## src/rtl/ws2812_frame_loader.sv

```systemverilog
// Pixel-stream front end for the WS2812 driver: scales each RGB pixel by a per-frame
// brightness, reorders it to bit-reversed GRB and loads it into the driver's LED memory.
module ws2812_frame_loader #(
    parameter int unsigned NB_LEDS = 150,
    parameter int unsigned FCNT_W  = 16
) (
    input  logic              clk,
    input  logic              reset,
    input  logic              s_valid,
    output logic              s_ready,
    input  logic [23:0]       s_data,
    input  logic              s_last,
    input  logic [7:0]        brightness,
    input  logic              drv_busy,
    output logic              drv_write,
    output logic [31:0]       drv_addr,
    output logic [23:0]       drv_value,
    output logic              drv_display,
    output logic              frame_err,
    output logic [FCNT_W-1:0] frame_cnt
);

    typedef enum logic [2:0] {
        ST_IDLE,
        ST_LOAD,
        ST_DROP,
        ST_KICK,
        ST_WAIT,
        ST_DRAIN
    } state_t;

    state_t            state_q, state_d;
    logic [7:0]        bright_q, bright_d;
    logic [31:0]       index_q, index_d;
    logic [31:0]       addr_q, addr_d;
    logic [23:0]       value_q, value_d;
    logic              pend_q, pend_d;
    logic [FCNT_W-1:0] fcnt_q, fcnt_d;
    logic              xfer;

    function automatic logic [7:0] scale(input logic [7:0] c, input logic [8:0] k);
        logic [16:0] p;
        p = 17'(c) * 17'(k);
        return p[15:8];
    endfunction

    function automatic logic [23:0] pix_xform(input logic [23:0] px, input logic [7:0] b);
        logic [8:0]  k;
        logic [23:0] grb;
        logic [23:0] o;
        k   = {1'b0, b} + 9'd1;
        grb = {scale(px[15:8], k), scale(px[23:16], k), scale(px[7:0], k)};
        for (int unsigned i = 0; i < 24; i++) begin
            o[i] = grb[23-i];
        end
        return o;
    endfunction

    assign s_ready     = (state_q == ST_LOAD && !drv_busy) || state_q == ST_DROP
                         || state_q == ST_DRAIN;
    assign xfer        = s_valid && s_ready;
    // A pending write is dropped rather than issued once the driver reports busy.
    assign drv_write   = pend_q && !drv_busy;
    assign drv_addr    = addr_q;
    assign drv_value   = value_q;
    assign frame_cnt   = fcnt_q;

    always_comb begin
        state_d     = state_q;
        bright_d    = bright_q;
        index_d     = index_q;
        addr_d      = addr_q;
        value_d     = value_q;
        pend_d      = 1'b0;
        fcnt_d      = fcnt_q;
        drv_display = 1'b0;
        frame_err   = 1'b0;
        case (state_q)
            ST_IDLE: begin
                if (!drv_busy) begin
                    bright_d = brightness;
                    index_d  = '0;
                    state_d  = ST_LOAD;
                end
            end
            ST_LOAD: begin
                if (drv_busy) begin
                    frame_err = 1'b1;
                    state_d   = ST_DRAIN;
                end else if (xfer) begin
                    pend_d  = 1'b1;
                    addr_d  = index_q;
                    value_d = pix_xform(s_data, bright_q);
                    index_d = index_q + 32'd1;
                    if (s_last) begin
                        state_d = ST_KICK;
                    end else if (index_q == 32'(NB_LEDS - 1)) begin
                        state_d = ST_DROP;
                    end
                end
            end
            ST_DROP: begin
                if (xfer && s_last) begin
                    frame_err = 1'b1;
                    state_d   = ST_KICK;
                end
            end
            ST_KICK: begin
                // The last pixel's write occupies the first KICK cycle; display follows it.
                if (!pend_q) begin
                    drv_display = 1'b1;
                    fcnt_d      = fcnt_q + 1'b1;
                    state_d     = ST_WAIT;
                end
            end
            ST_WAIT: begin
                if (!drv_busy) begin
                    state_d = ST_IDLE;
                end
            end
            ST_DRAIN: begin
                if (xfer && s_last) begin
                    state_d = ST_IDLE;
                end
            end
            default: state_d = ST_IDLE;
        endcase
    end

    always_ff @(posedge clk or posedge reset) begin
        if (reset) begin
            state_q  <= ST_IDLE;
            bright_q <= '0;
            index_q  <= '0;
            addr_q   <= '0;
            value_q  <= '0;
            pend_q   <= 1'b0;
            fcnt_q   <= '0;
        end else begin
            state_q  <= state_d;
            bright_q <= bright_d;
            index_q  <= index_d;
            addr_q   <= addr_d;
            value_q  <= value_d;
            pend_q   <= pend_d;
            fcnt_q   <= fcnt_d;
        end
    end

endmodule

```

## config.mk

```make
export PLATFORM = sky130hd
export DESIGN_NAME = ws2812_frame_loader
export DESIGN_NICKNAME = d
export VERILOG_FILES = /design/src/rtl/ws2812_frame_loader.sv
export SDC_FILE = /design/constraint.sdc
export NUM_CORES = 1
export LEC_CHECK = 0
export CAP_MARGIN = 20
export CELL_PAD_IN_SITES_DETAIL_PLACEMENT = 1
export CELL_PAD_IN_SITES_GLOBAL_PLACEMENT = 2
export CORE_MARGIN = 1
export CORE_UTILIZATION = 38
export CTS_BUF_LIST = sky130_fd_sc_hd__clkbuf_8
export DETAILED_ROUTE_END_ITERATION = 10
export GPL_TIMING_DRIVEN = 0
export PLACE_DENSITY = 0.8
export SYNTH_ARGS = -nofsm -noshare
export SYNTH_HDL_FRONTEND = slang
export SYNTH_SLANG_ARGS = --single-unit
```

## constraint.sdc

```tcl
create_clock -name clk -period 6.1 [get_ports clk]
set_clock_uncertainty 0.2 [all_clocks]
set_input_delay 0.915 -clock clk [delete_from_list [all_inputs] [get_ports clk]]
set_output_delay 0.915 -clock clk [all_outputs]
set_load 0.01 [all_outputs]
```

==> flow_summary.json, run 1 <==
{
  "ys_seq_area_frac": 0.2573,
  "core_region_area_um2": 28940,
  "synth_edf_count": 0,
  "finalSetupViolations": 0,
  "required_ns": 6.24,
  "finalHoldViolCount": 0,
  "cts.htree.levels": 4,
  "drc": 0,
  "grt-ovfl-total": 0,
  "initial_core_util": 0.3899,
  "grt_use_met2": 0.3586,
  "grt_usage": 0.2148,
  "numClockSinks": 116,
  "synth_area_um2": 11280,
  "final_nets": 1584,
  "dp_hpwl_um": 23510,
  "setup_tns_ns": 0,
  "yosysWarnings": 0,
  "syn_inst": 1189,
  "min_period_ns": 5.863,
  "max_freq_mhz": 170.6,
  "antenna_found_initial": 0,
  "syn2layout_area_growth_pct": 20.45,
  "crit_path_end_kind": "flip-flop",
  "fin_crit_sh": 0.9611,
  "placed_cells": 1683,
  "grt_pass1_wl_um": 50790,
  "vias": 8615,
  "status": "finished clean",
  "num_rows": 62,
  "clk_latency_ns": 0.45,
  "synth-seq-cells": 116,
  "wl_per_cell_um": 17.98,
  "ant_nets": 0,
  "cp-start-kind": "flip-flop",
  "cap_violations": 0,
  "drive_gt1_frac": 0.08358,
  "clock-root-buffer": "clkbuf_8",
  "grt_pass1_vias": 9347,
  "synth_nets": 1446,
  "cts_tree": "yes",
  "stdcell_count": 1725,
  "clk_pin_slew_ns": 0.08,
  "slew_headroom": 0.2856,
  "drt-initial-drc-count": 347,
  "die_h_um": 174.3,
  "finalMaxSlewViolations": 0,
  "drt_wl_total_um": 31010,
  "crit_type": "flip-flop to flip-flop",
  "hold_class": "flip-flop to flip-flop",
  "viasPerCell": 4.994,
  "worst_pin_slew_ns": 1.068,
  "dieArea_um2": 30380,
  "async_flop_share": 1.000,
  "grt_max_degree": 94,
  "use_met3": 0.03018,
  "syn_area_per_cell_um2": 9.489,
  "synth_cell_types": 51,
  "cts_made_buffers": 17,
  "cp_data_arrival_time_ns": 6.00,
  "first_pass_iters": 5,
  "synth-main-ff-cell": "dfrtp_1",
  "boundaryPins": 113,
  "worstPathMaxFanout": 10,
  "busiest_layer": "met2",
  "portBuffers": 108,
  "die_x_um": 174.3,
  "routabilityCongestion": 0.8350,
  "clk_path_buf_depth": 2,
  "grt_util_met1": 0.2915
}
registers in the layout, summed over array words and instances, names as in the netlist:
register / flops
bright_q: 8
drv_addr: 32
drv_value: 24
frame_cnt: 16
index_q: 32
pend_q: 1
state_q: 3
area by class of cell:
class,instances,area [um^2]
diodes,1,2.502
multi-input cells,859,7695
clock buffers,17,234.0
well taps,384,480.5
fillers,3324,15350
plain buffers,42,206.4
repair buffers,119,1186
clock inverters,15,227.7
inverters,172,650.6
flip-flops and latches,116,2907
final timing paths:
check / depth (start not counted) / slack [ns] / to / startpoint
max in group asynchronous: 3 / 4.36 / drv_value[4] / reset
worst min register to register: 2 / 0.28 / drv_value[11] / drv_value[11]
worst max register to register: 20 / 0.24 / drv_value[17] / bright_q[0]
worst max-delay path: 20 / 0.24 / drv_value[17] / bright_q[0]
worst min-delay path: 2 / 0.28 / drv_value[11] / drv_value[11]
min in group asynchronous: 2 / 0.59 / bright_q[0] / reset
placed cells by master (no fill, tap or decap), types with 17 or more instances in the layout:
cell             synthesis  routed
clkbuf_8                 0      17
clkdlybuf4s50_1          0     108
nand3_1                 27      26
dfrtp_1                116     113
nand2_1                130     130
nor2b_1                 18      18
ha_1                   100      99
nor3_1                  27      26
inv_1                  171     171
fa_1                   120     120
o21ai_0                 42      41
xnor2_1                 55      52
mux2_2                  34      34
clkbuf_1                34      21
nor2_1                  45      44
a21oi_1                 18      17
and2_1                 118     118
cells in the mapped netlist (18+ instances only):
cell | number | area, um^2
and2_1 | 118 | 738.2
xnor2_1 | 55 | 481.7
nor2_1 | 45 | 168.9
inv_1 | 171 | 641.9
dfrtp_1 | 116 | 2903
nor3_1 | 27 | 135.1
o21ai_0 | 42 | 210.2
mux2_2 | 34 | 382.9
fa_1 | 120 | 2402
ha_1 | 100 | 1251
nor2b_1 | 18 | 112.6
nand3_1 | 27 | 135.1
a21oi_1 | 18 | 90.09
clkbuf_1 | 34 | 127.6
nand2_1 | 130 | 488.0
timing repair:
item / 4_1_cts / 5_1_grt
pin swaps: 0 / 3
gates resized for setup: 22 / 33
buffers inserted: 0 / 9
gates cloned: 0 / 0
hold buffers: 0 / 0
endpoints found under the setup margin: 17 / 12
endpoints found under the hold margin: 0 / 0
routing by layer:
metal	routed length, um	vias to the layer above
met5	0	-
met4	599	0
met3	1049	32
met2	14850	126
met1	14510	4371
li1	-	4086
logic make-up after synthesis:
group / count (synthesis) / share of synthesized area
mux: 35 / 0.03482
flops: 116 / 0.2573
xor+xnor: 72 / 0.05589
fa+ha+maj: 220 / 0.3238
buf+inv: 214 / 0.07186
compound gates: 108 / 0.06188
simple gates: 424 / 0.1944
metrics by stage:
step | cell area, um^2 | utilization | hold slack (ns) | setup slack (ns)
3_5_place_dp | 12890 | 0.4453 | 0.2623 | -0.5012
2_1_floorplan | 11280 | - | 0.3070 | 0.7115
4_1_cts | 13440 | 0.4645 | 0.2803 | 0.01805
3_3_place_gp | 12840 | 0.4439 | 0.2614 | -0.7219
5_1_grt | 13590 | 0.4696 | 0.2959 | -0.06062
6_report | 13590 | 0.4696 | 0.2786 | 0.2374
critical path, cell delays in order (launching register included):
cell and delay [ns]:
dfrtp_1 0.43, ha_2 0.30, nand2_1 0.14, nor2_1 0.24, xor2_2 0.16, buf_4 0.16
buf_6 0.16, nand2_1 0.09, fa_1 0.54, fa_1 0.44, fa_1 0.52, fa_1 0.54
inv_1 0.04, ha_1 0.34, and3_1 0.22, o21ai_0 0.17, o311ai_1 0.14, clkdlybuf4s18_2 0.30
a41oi_1 0.27, xnor2_1 0.10, mux2_2 0.26
Power of run 1 is left out: the tool's default activity adds up to more than one toggle a clock period on the data nets, which glitch-free logic cannot reach.
==> run 2, diff against run 1 <==
- CTS_CLUSTER_DIAMETER: unset -> 120
==> results of run 2 <==
The final DEF is identical to that of run 1; final timing and power are the same.
Power of run 2 is left out for the same reason.
==> run 3, diff against run 2 <==
- CORE_UTILIZATION: 38 -> 37
- CTS_BUF_LIST: sky130_fd_sc_hd__clkbuf_8 -> unset
- PLACE_DENSITY: 0.8 -> 0.78
- SLEW_MARGIN: unset -> 10
==> run 3 against run 2 <==
Compared with the run above: flip-flop and latch count unchanged; global-route usage rose by 0.14 points; count of clock-buffer cells in the layout up 5; first-iteration DRC count rose by 6.6%; sequential share of layout area is 0.15 points lower; via count up 0.52%; design area increased by 0.79%; critical path depth down 2; register-to-register slack better by 0.09 ns; non-clock buffer count is 2 lower; critical endpoint is now drv_value[8]; wire length is 1.9% higher.
==> flow_summary.json, run 3 (synthesized netlist as in run 1, its figures left out) <==
{
  "core_region_area_um2": 29800,
  "hold_class": "flip-flop to flip-flop",
  "portBuffers": 108,
  "crit_type": "flip-flop to flip-flop",
  "grt_usage": 0.2162,
  "fillers": 3383,
  "finalSetupViolations": 0,
  "final_cell_mix": "170 x inv_1, 130 x nand2_1, 120 x fa_1",
  "grt_pass1_wl_um": 51740,
  "dieArea_um2": 31190,
  "crit_chain": "ha_4 -> nand2_1 -> nor3_2 -> clkbuf_2 -> and2_1 -> fa_1 -> fa_1 -> fa_1 -> inv_1 -> fa_1 -> inv_1 -> ha_1 -> nand3_1 -> or3_1 -> o2111a_1 -> a21oi_1 -> xnor2_1 -> o21ai_0",
  "finalHoldViolCount": 0,
  "cp-start-kind": "flip-flop",
  "drc": 0,
  "placed_cell_area_um2": 12890,
  "viasPerCell": 5.012,
  "clk_latency_ns": 0.43,
  "vias": 8660,
  "diodes": 0,
  "die_x_um": 176.6,
  "max_stage_delay_ns": 0.54,
  "status": "finished clean",
  "finalMaxSlewViolations": 0,
  "setup_tns_ns": 0,
  "required_ns": 6.18,
  "worstPathMaxFanout": 10,
  "cts_hold_buf": 0,
  "boundaryPins": 113,
  "cap_violations": 0,
  "cts_tree": "yes",
  "cts_made_buffers": 17,
  "design_area_um2": 13700,
  "drive_gt1_frac": 0.08371,
  "final_common_cell": "inv_1",
  "first_pass_iters": 4,
  "cp_slowest_cell": "fa_1",
  "clock-root-buffer": "clkbuf_16",
  "routabilityCongestion": 0.8111,
  "antenna_found_initial": 1,
  "dp_hpwl_um": 23900,
  "syn2layout_area_growth_pct": 21.40,
  "min_period_ns": 5.771,
  "numClockSinks": 116,
  "worst_pin_slew_ns": 1.049,
  "grt_pass1_vias": 9495,
  "drt_wl_total_um": 31620,
  "setup_ws_ns": 0.3291,
  "max_freq_mhz": 173.3,
  "clk_pin_slew_ns": 0.06,
  "pre_cts_slack_ns": -0.4924,
  "grt_max_degree": 87,
  "die_h_um": 176.6,
  "cts.htree.levels": 4,
  "crit_path_end_kind": "flip-flop",
  "initial_core_util": 0.3786,
  "drt-initial-drc-count": 370,
  "ant_nets": 0,
  "slew_headroom": 0.2979,
  "regArea_um2": 2909,
  "num_rows": 63,
  "multi_input_area_um2": 7701,
  "cpMostUsedCell": "fa_1",
  "fin_crit_sh": 0.9461,
  "cp_data_arrival_time_ns": 5.85,
  "wl_per_cell_um": 18.30,
  "clk_path_buf_depth": 2,
  "grt-ovfl-total": 0,
  "holdWs_ns": 0.2782,
  "final_nets": 1582
}
run 3: changes by cell type in the layout (fill, tap and decap cells not counted), sizes merged:
cell      change
bufinv        -4
clkbuf        +3
clkinv        -2
clkinvlp      +2
diode         -1
inv           -1
run 3: final timing paths:
path                              startpoint      endpoint  slack [ns]  cells past startpoint
worst max-delay path             bright_q[0]  drv_value[8]        0.33                     18
worst min-delay path            drv_value[8]  drv_value[8]        0.28                      2
worst max register to register   bright_q[0]  drv_value[8]        0.33                     18
worst min register to register  drv_value[8]  drv_value[8]        0.28                      2
max in group asynchronous              reset  drv_addr[28]        4.33                      3
min in group asynchronous              reset   bright_q[4]        0.64                      2
run 3: repair_timing:
item	4_1_cts	5_1_grt
setup endpoints to repair	16	12
gates resized for setup	23	30
gates cloned	0	0
buffers inserted	5	3
pin swaps	3	3
run 3: final cells by class:
cell class | instances | area share
sequential | 116 | 0.2124
tap | 390 | 0.03563
timing repair buffer | 118 | 0.08605
clock buffer | 22 | 0.03462
clock inverter | 10 | 0.007125
buffer | 41 | 0.01443
multi-input combinational | 859 | 0.5623
inverter | 172 | 0.04750
run 3: through the flow:
| step | cells | utilization |
|---|---|---|
| 2_1_floorplan | 1189 | - |
| 3_3_place_gp | 1687 | 0.4313 |
| 3_5_place_dp | 1689 | 0.4327 |
| 4_1_cts | 1726 | 0.4563 |
| 5_1_grt | 1728 | 0.4597 |
| 6_report | 1728 | 0.4597 |
run 3: routing by layer:
metal,track usage,vias up,routed length (um)
met1,0.2906,4414,14860
met5,0,-,0
met3,0.03179,27,947
met2,0.3673,136,15440
met4,0.04705,0,369
li1,-,4083,-
run 3: worst max-delay path, delay by kind of cell (launching register included):
family,cells,cell delay (ns)
XOR/XNOR,1,0.15
flip-flops,1,0.43
adder cells (fa/ha/maj),6,2.50
AND/OR/NAND/NOR,5,1.28
buffers and inverters,3,0.46
AO/OA/AOI/OAI,3,0.61
Power of run 3 is left out for the same reason.
